[src/rtl/fetch_unit.sv]
// Instruction-fetch stage: owns the PC, drives a req/ready instruction-memory
// handshake, and fills the IF/ID register, handling decode stalls and redirects.
module fetch_unit #(
  parameter logic [31:0] RESET_PC = 32'h0000_0000,
  parameter int          XLEN     = 32
) (
  input  logic            clk,
  input  logic            rst,
  output logic            imem_req,
  output logic [XLEN-1:0] imem_addr,
  input  logic [XLEN-1:0] imem_rdata,
  input  logic            imem_ready,
  input  logic            stallD,
  input  logic            pcsrcD,
  input  logic [XLEN-1:0] pc_branchD,
  input  logic            jumpD,
  output logic [XLEN-1:0] instrD,
  output logic [XLEN-1:0] pcplus4D,
  output logic            validD,
  output logic [5:0]      opcodeD,
  output logic [5:0]      functD
);

  typedef enum logic [1:0] {
    S_FETCH = 2'd0,
    S_HOLD  = 2'd1,
    S_DRAIN = 2'd2
  } state_e;

  state_e          state_q, state_d;
  logic [XLEN-1:0] pc_q, pc_d;
  logic [XLEN-1:0] instr_q, instr_d;
  logic [XLEN-1:0] pcplus4_q, pcplus4_d;
  logic            valid_q, valid_d;
  logic [XLEN-1:0] skid_q, skid_d;
  logic [XLEN-1:0] pending_q, pending_d;

  logic [XLEN-1:0] pc_plus4;
  logic [XLEN-1:0] jump_tgt;
  logic [XLEN-1:0] redirect_tgt;
  logic            redirect;

  assign pc_plus4     = pc_q + 32'd4;
  assign jump_tgt     = {pcplus4_q[31:28], instr_q[25:0], 2'b00};
  assign redirect_tgt = pcsrcD ? pc_branchD : jump_tgt;
  // A branch/jump only counts once the decode slot holds a real, non-stalled instruction.
  assign redirect     = valid_q && !stallD && (pcsrcD || jumpD);

  always_ff @(posedge clk) begin
    if (rst) begin
      state_q   <= S_FETCH;
      pc_q      <= RESET_PC;
      instr_q   <= '0;
      pcplus4_q <= '0;
      valid_q   <= 1'b0;
      skid_q    <= '0;
      pending_q <= '0;
    end else begin
      state_q   <= state_d;
      pc_q      <= pc_d;
      instr_q   <= instr_d;
      pcplus4_q <= pcplus4_d;
      valid_q   <= valid_d;
      skid_q    <= skid_d;
      pending_q <= pending_d;
    end
  end

  always_comb begin
    state_d = state_q;
    case (state_q)
      S_FETCH: begin
        if (redirect) begin
          if (!imem_ready) state_d = S_DRAIN;
        end else if (imem_ready && stallD) begin
          state_d = S_HOLD;
        end
      end
      S_HOLD:  if (!stallD)    state_d = S_FETCH;
      S_DRAIN: if (imem_ready) state_d = S_FETCH;
      default: state_d = S_FETCH;
    endcase
  end

  always_comb begin
    pc_d      = pc_q;
    instr_d   = instr_q;
    pcplus4_d = pcplus4_q;
    valid_d   = valid_q;
    skid_d    = skid_q;
    pending_d = pending_q;
    imem_req  = !rst && (state_q != S_HOLD);
    case (state_q)
      S_FETCH: begin
        if (redirect) begin
          instr_d   = '0;
          pcplus4_d = '0;
          valid_d   = 1'b0;
          if (imem_ready) pc_d = redirect_tgt;
          else            pending_d = redirect_tgt;
        end else if (imem_ready) begin
          if (!stallD) begin
            instr_d   = imem_rdata;
            pcplus4_d = pc_plus4;
            valid_d   = 1'b1;
            pc_d      = pc_plus4;
          end else begin
            skid_d = imem_rdata;
          end
        end else if (!stallD) begin
          instr_d   = '0;
          pcplus4_d = '0;
          valid_d   = 1'b0;
        end
      end
      S_HOLD: begin
        if (!stallD) begin
          instr_d   = skid_q;
          pcplus4_d = pc_plus4;
          valid_d   = 1'b1;
          pc_d      = pc_plus4;
        end
      end
      S_DRAIN: begin
        // The in-flight word belongs to the abandoned path; drop it and retarget.
        instr_d   = '0;
        pcplus4_d = '0;
        valid_d   = 1'b0;
        if (imem_ready) pc_d = pending_q;
      end
      default: ;
    endcase
  end

  assign imem_addr = pc_q;
  assign instrD    = instr_q;
  assign pcplus4D  = pcplus4_q;
  assign validD    = valid_q;
  assign opcodeD   = instr_q[31:26];
  assign functD    = instr_q[5:0];

endmodule

[config.mk]
export PLATFORM = sky130hd
export DESIGN_NAME = fetch_unit
export DESIGN_NICKNAME = d
export VERILOG_FILES = /design/src/rtl/fetch_unit.sv
export SDC_FILE = /design/constraint.sdc
export NUM_CORES = 1
export LEC_CHECK = 0
export ABC_AREA = 0
export ABC_CLOCK_PERIOD_IN_PS = 4900
export BUFFER_PORTS_ARGS = -buffer_cell sky130_fd_sc_hd__clkbuf_2
export CORE_AREA = 5 5 124 126
export CTS_BUF_LIST = sky130_fd_sc_hd__clkbuf_16
export DETAILED_ROUTE_END_ITERATION = 6
export DIE_AREA = 0 0 129 131
export GPL_ROUTABILITY_DRIVEN = 0
export GPL_TIMING_DRIVEN = 1
export PLACE_DENSITY_LB_ADDON = 0.1
export SLEW_MARGIN = 20
export SYNTH_ARGS = -nofsm -noshare
export SYNTH_HDL_FRONTEND = slang
export SYNTH_SLANG_ARGS = --single-unit
[constraint.sdc]
create_clock -name clk -period 4.9 [get_ports clk]
set_input_delay 0 -clock clk [delete_from_list [all_inputs] [get_ports clk]]
set_output_delay 0 -clock clk [all_outputs]
set_load 0.01 [all_outputs]
=== Yosys cells after proc, flatten, opt, wreduce, memory -nomap -nowiden ===
Index checks and enable logic that the tools add are counted.

* Logic and storage cells: 63
* Flip-flop bits (word level): 163
* Input bits: 70

* Equality and inequality tests: 10
* Add/subtract/negate cells: 1
* Multiplexer cells: 28
* Reductions and logical operators: 15
* Bitwise logic cells: 2

{| class="wikitable"
|+ Operators with widths
! operator !! number
|-
| $mux W32 || 14
|-
| $pmux W32 S3 || 3
|-
| $add A32 B3 Y32 const B || 1
|-
| $mux W2 || 5
|-
| $ne A3 B3 Y1 const B || 3
|-
| $reduce_and A3 Y1 || 3
|-
| $reduce_and A4 Y1 || 2
|-
| $ne A2 B2 Y1 const B || 3
|-
| $pmux W2 S3 || 1
|-
| $logic_and A1 B1 Y1 || 4
|-
| $mux W1 || 4
|-
| $ne A4 B4 Y1 const B || 1
|-
| $pmux W1 S3 || 1
|-
| $reduce_bool A3 Y1 || 1
|-
| $eq A2 B1 Y1 const B || 1
|-
| $eq A2 B2 Y1 const B || 1
|-
| $logic_not A1 Y1 || 2
|-
| $logic_not A2 Y1 || 1
|-
| $ne A2 B1 Y1 const B || 1
|-
| $not A1 Y1 || 2
|-
| $reduce_and A2 Y1 || 1
|-
| $logic_or A1 B1 Y1 || 1
|}

=== Depth between registers and ports, before layout ===
* Word-level depth: 5
* Depth in mapped cells: 10
* Gate-level depth less buffers: 7

=== Least setup slack after synthesis ===
OpenSTA, ideal clock, no wires.

* Path type: register to register
* Start point: register pc_q[2] (netlist: imem_addr[2])
* End point: register pc_q[22] (netlist: imem_addr[22])
* Setup time: 0.133 ns
* Clock period less this slack: 2.179 ns
* Stages on the path, launching flop included: 9
* Slack: 2.721 ns
* Buffers on the path: 2
* Data arrival time: 2.047 ns
* Cell sequence: dfxtp_1 > ha_1 > clkbuf_1 > nand4b_1 > or4_1 > buf_2 > o21a_1 > o21ai_1 > a211oi_2

* Cells in the longest elaborated chain, start to end: 5

{| class="wikitable"
|+ RTL lines
! what !! RTL line !! source
|-
| start: declaration || 31 || <nowiki>logic [XLEN-1:0] pc_q, pc_d;</nowiki>
|-
| start signal: assignment || 60 || <nowiki>pc_q <= pc_d;</nowiki>
|-
| $add A32 B3 Y32 (*) || 43 || <nowiki>assign pc_plus4 = pc_q + 32'd4;</nowiki>
|-
| $mux W32 (*) || 102, 117 ||
|-
| $mux W32 || 101 || <nowiki>end else if (imem_ready) begin</nowiki>
|-
| $mux W32 || 95 || <nowiki>if (redirect) begin</nowiki>
|-
| $pmux W32 S3 (*) || 93 || <nowiki>case (state_q)</nowiki>
|}

Every way passes the cells marked *; elsewhere a longest branch is shown, timed or not. The select of a mux whose other input is x is not followed.
A chain may end at the register's enable or synchronous reset.

=== Final worst setup path ===
* Start point: register state_q[1]
* End point: register pc_q[25] (netlist: imem_addr[25])

* Cells in the longest elaborated chain, start to end: 3

{| class="wikitable"
|+ RTL lines
! what !! RTL line !! source
|-
| start: declaration || 30 || <nowiki>state_e state_q, state_d;</nowiki>
|-
| start signal: assignment || 59 || <nowiki>state_q <= state_d;</nowiki>
|-
| $eq A2 B2 Y1 (tied with other cells) || 93 ||
|-
| $ne A2 B2 Y1 (no line) or $reduce_bool A3 Y1 (tied branches) || - ||
|-
| $reduce_and A3 Y1 (no line) || - ||
|}

Several ways; a longest one is shown, not always the timed one.

==> key figures <==
Timing
  – RSZ-0062 raised after global routing: false
  – FMAX: between 300 and 400 MHz
  – Max-Slew Margin vs Limit: 0.253
  – Worst-Margin Slew: approximately 1.1 ns
  – Final Hold Viols: 0
  – Tmin final: ~3 ns
  – Fin Clk Skew: about 0.011 ns
  – Hold slack: 0.00539 ns
  – Setup TNS: 0 ns
  – Slew Viols, Final: 0
  – Tcrit/Tclk final: 0.622
  – Setup Viol. Count Final: 0

Layout
  – Layout net count: around 1200
  – Final core occ: 0.709
  – Final Non-Filler Cells: around 1400
  – Layout cell share with drive strength beyond 1: 0.215
  – Antenna diodes: 0
  – Layout area overhead: 23.0%
  – Leading cell type in the layout, fill and taps excluded: clkbuf_2
  – Most frequent cells in the layout: clkbuf_2, dfxtp_1, nor2_1
  – Fill cells: 1136

Critical path
  – Startpoint Class: register
  – Crit path buffers/inverters: 1
  – Critical Path AT: 3.33 ns
  – Crit. End Element: register
  – Reg2reg path depth: 7
  – Top delay family on crit path: compound AO/OA/AOI/OAI gates
  – Worst path cell trace: inv_1 > ha_1 > or3b_2 > o21ai_1 > or3_1 > mux2_2 > a31oi_1
  – Largest stage delay on the critical path: roughly 0.87 ns
  – WP data required: ~5.2 ns
  – Reg2reg setup slack: approximately 1.9 ns
  – Worst-path maximum fanout: 14
  – Reg2reg start: state_q[1]$_SDFFE_PP0P_
  – Critical Setup Path Class: reg -> reg
  – Reg-to-Reg End: imem_addr[25]$_SDFFE_PP0P_
  – Critical-path top delay cell: o21ai_1

Yosys
  – Avg Cell Area, Syn: roughly 8.1 um^2
  – Synth Warn #: 0
  – Post-synth top flop: dfxtp_1
  – Area fraction of the dominant cell type after synthesis: 0.398
  – Mapped cell area: slightly above 0.008 mm^2
  – FFs w/ async S/R, synth: 0
  – Sequential area share after synthesis: 0.398
  – Synth area leader: dfxtp_1
  – Syn nets: about 1100
  – #FFs+latches synth: 163
  – Yosys cell types: about 70
  – Post-synthesis cell count: 1012
  – Synth area leaders: dfxtp_1, a211oi_1, nor2_1
  – Number of synthesized flops with an enable pin: 0

Floorplan
  – Chip Height: around 130 um
  – Die W: roughly 130 um
  – Initial Utilization: 0.577
  – Die Area: roughly 0.017 mm^2
  – Core area: approximately 0.014 mm^2
  – FP Rows: 44
  – Ports: 180

Detailed routing
  – Drt first pass iters: 6
  – Drt first-iter violations: 831
  – Highest routed layer: met4
  – Vias per cell: approximately 6.0
  – Met2 wire length: 11.6 mm
  – # DRC: 0
  – Met1 WL: between 10 and 15 mm
  – Antenna-violating nets left: 0
  – Final Routed Wirelength: between 20 and 25 mm
  – Met3 WL: around 2.2 mm
  – Drt wl/cell: ~18 um
  – Via count: just over 8000

Pwr
  – Pwr/cell area: 358 mW/mm^2
  – Total power: between 3 and 4 mW
  – Leakage: 3.83 nW
  – Max IR drop VDD: 0.000232 V

Placed design
  – Number of port buffers: about 180
  – Post-DP HPWL: around 17 mm
  – Cell total after placement: between 1000 and 1500

Clocking
  – CTS clock-pin slew for the worst setup and hold paths: around 0.07 ns
  – H-tree depth: 4
  – Clock Path Buffers: 2
  – # hold bufs at CTS: 43
  – Clock sink count: approximately 160
  – PostCTS Resize Cnt: 0
  – Clk root buf: clkbuf_16
  – Worst skew pair latency: around 0.43 ns
  – CTS Buf Count: 17
  – CTS tree: yes
  – Post-CTS Setup Inserts: 0

Global route
  – Largest net degree at the start of global routing: 70
  – Initial antenna violation count: 0
  – GRT Overall Usage: 0.290
  – First-pass GRT wire length: between 30 and 40 mm
  – Vias in the first global route: 7501
  – Total grt overflow: 0

Flow run
  – Max-cap violation count: 0

Run status
  – Outcome: finished, final reports clean

Hold path
  – Worst Hold Class: in -> reg
  – Hold endpoint: pending_q[11]$_SDFFE_PP0P_
  – Hold path cells: 4
  – Hold Crit Start: pc_branchD[11]
## cell families (layout without fill, tap and decap cells)
kind of cell | count (synthesis) | after routing | share of synthesized area
compound gates | 309 | 309 | 0.257
xor+xnor | 28 | 28 | 0.0299
fa+ha+maj | 5 | 5 | 0.00764
buf+inv | 122 | 289 | 0.0671
flops | 163 | 163 | 0.398
mux | 30 | 30 | 0.0373
simple gates | 355 | 355 | 0.203
## sequential cells by signal (all words and copies together), names as in the netlist
signal     flops
imem_addr     32
instrD        32
pcplus4D      32
pending_q     32
skid_q        32
state_q        2
validD         1
## synth_stat cells, types with 6 or more instances
master      n
a211oi_1   94
a21oi_1    73
a221oi_1    8
a22oi_1    37
buf_1       6
buf_2      30
buf_4      14
clkbuf_1   51
dfxtp_1   163
inv_1      20
mux2i_1    26
nand2_1   108
nand3_1    19
nand4_1    17
nor2_1    132
nor3_1     22
nor4_1     12
o211ai_1    7
o21ai_0    36
xnor2_1    22
xor2_1      6
## report_power, final
| group | switching [mW] | internal, mW |
|---|---|---|
| sequential | 0.118 | 1.41 |
| combinational | 0.349 | 0.247 |
| clock | 0.572 | 0.909 |
## worst max path at each step
| stage | start | endpoint | slack [ns] | cells after the start |
|---|---|---|---|---|
| 2_1_floorplan | imem_addr[2]$_SDFFE_PP0P_ | imem_addr[22]$_SDFFE_PP0P_ | 2.72 | 8 |
| 3_3_place_gp | state_q[0]$_SDFFE_PP0P_ | imem_addr[25]$_SDFFE_PP0P_ | 2.05 | 7 |
| 3_5_place_dp | state_q[1]$_SDFFE_PP0P_ | imem_addr[25]$_SDFFE_PP0P_ | 1.97 | 7 |
| 4_1_cts | state_q[1]$_SDFFE_PP0P_ | imem_addr[25]$_SDFFE_PP0P_ | 1.93 | 7 |
| 5_1_grt | state_q[1]$_SDFFE_PP0P_ | imem_addr[21]$_SDFFE_PP0P_ | 1.72 | 7 |
| 6_report | state_q[1]$_SDFFE_PP0P_ | imem_addr[25]$_SDFFE_PP0P_ | 1.85 | 7 |
## layout make-up
type,count,area [um^2],area share
inverter,20,75.1,0.00745
multi-input combinational,727,4410,0.438
clock inverter,15,229,0.0227
timing repair buffer,237,1440,0.143
clock buffer,17,425,0.0422
sequential,163,3260,0.324
tap,184,230,0.0229
## metrics by stage
stage	instance area, um^2	setup slack, ns
2_1_floorplan	8190	2.72
3_3_place_gp	8990	2.05
3_5_place_dp	8990	1.97
4_1_cts	10100	1.93
5_1_grt	10100	1.72
6_report	10100	1.85
## metal layers
layer  global-route usage  vias to the layer above
met5                    0                        -
met4                0.116                        0
met3               0.0638                       47
met2                0.460                      407
met1                0.385                     3759
li1                     -                     3981
## worst register-to-register path: stages (launching register included)
cell and delay (ns):
dfxtp_1 0.47, inv_1 0.11, ha_1 0.44, or3b_2 0.55, o21ai_1 0.87, or3_1 0.23, mux2_2 0.16, a31oi_1 0.08
(Power assumes the default switching activity.)
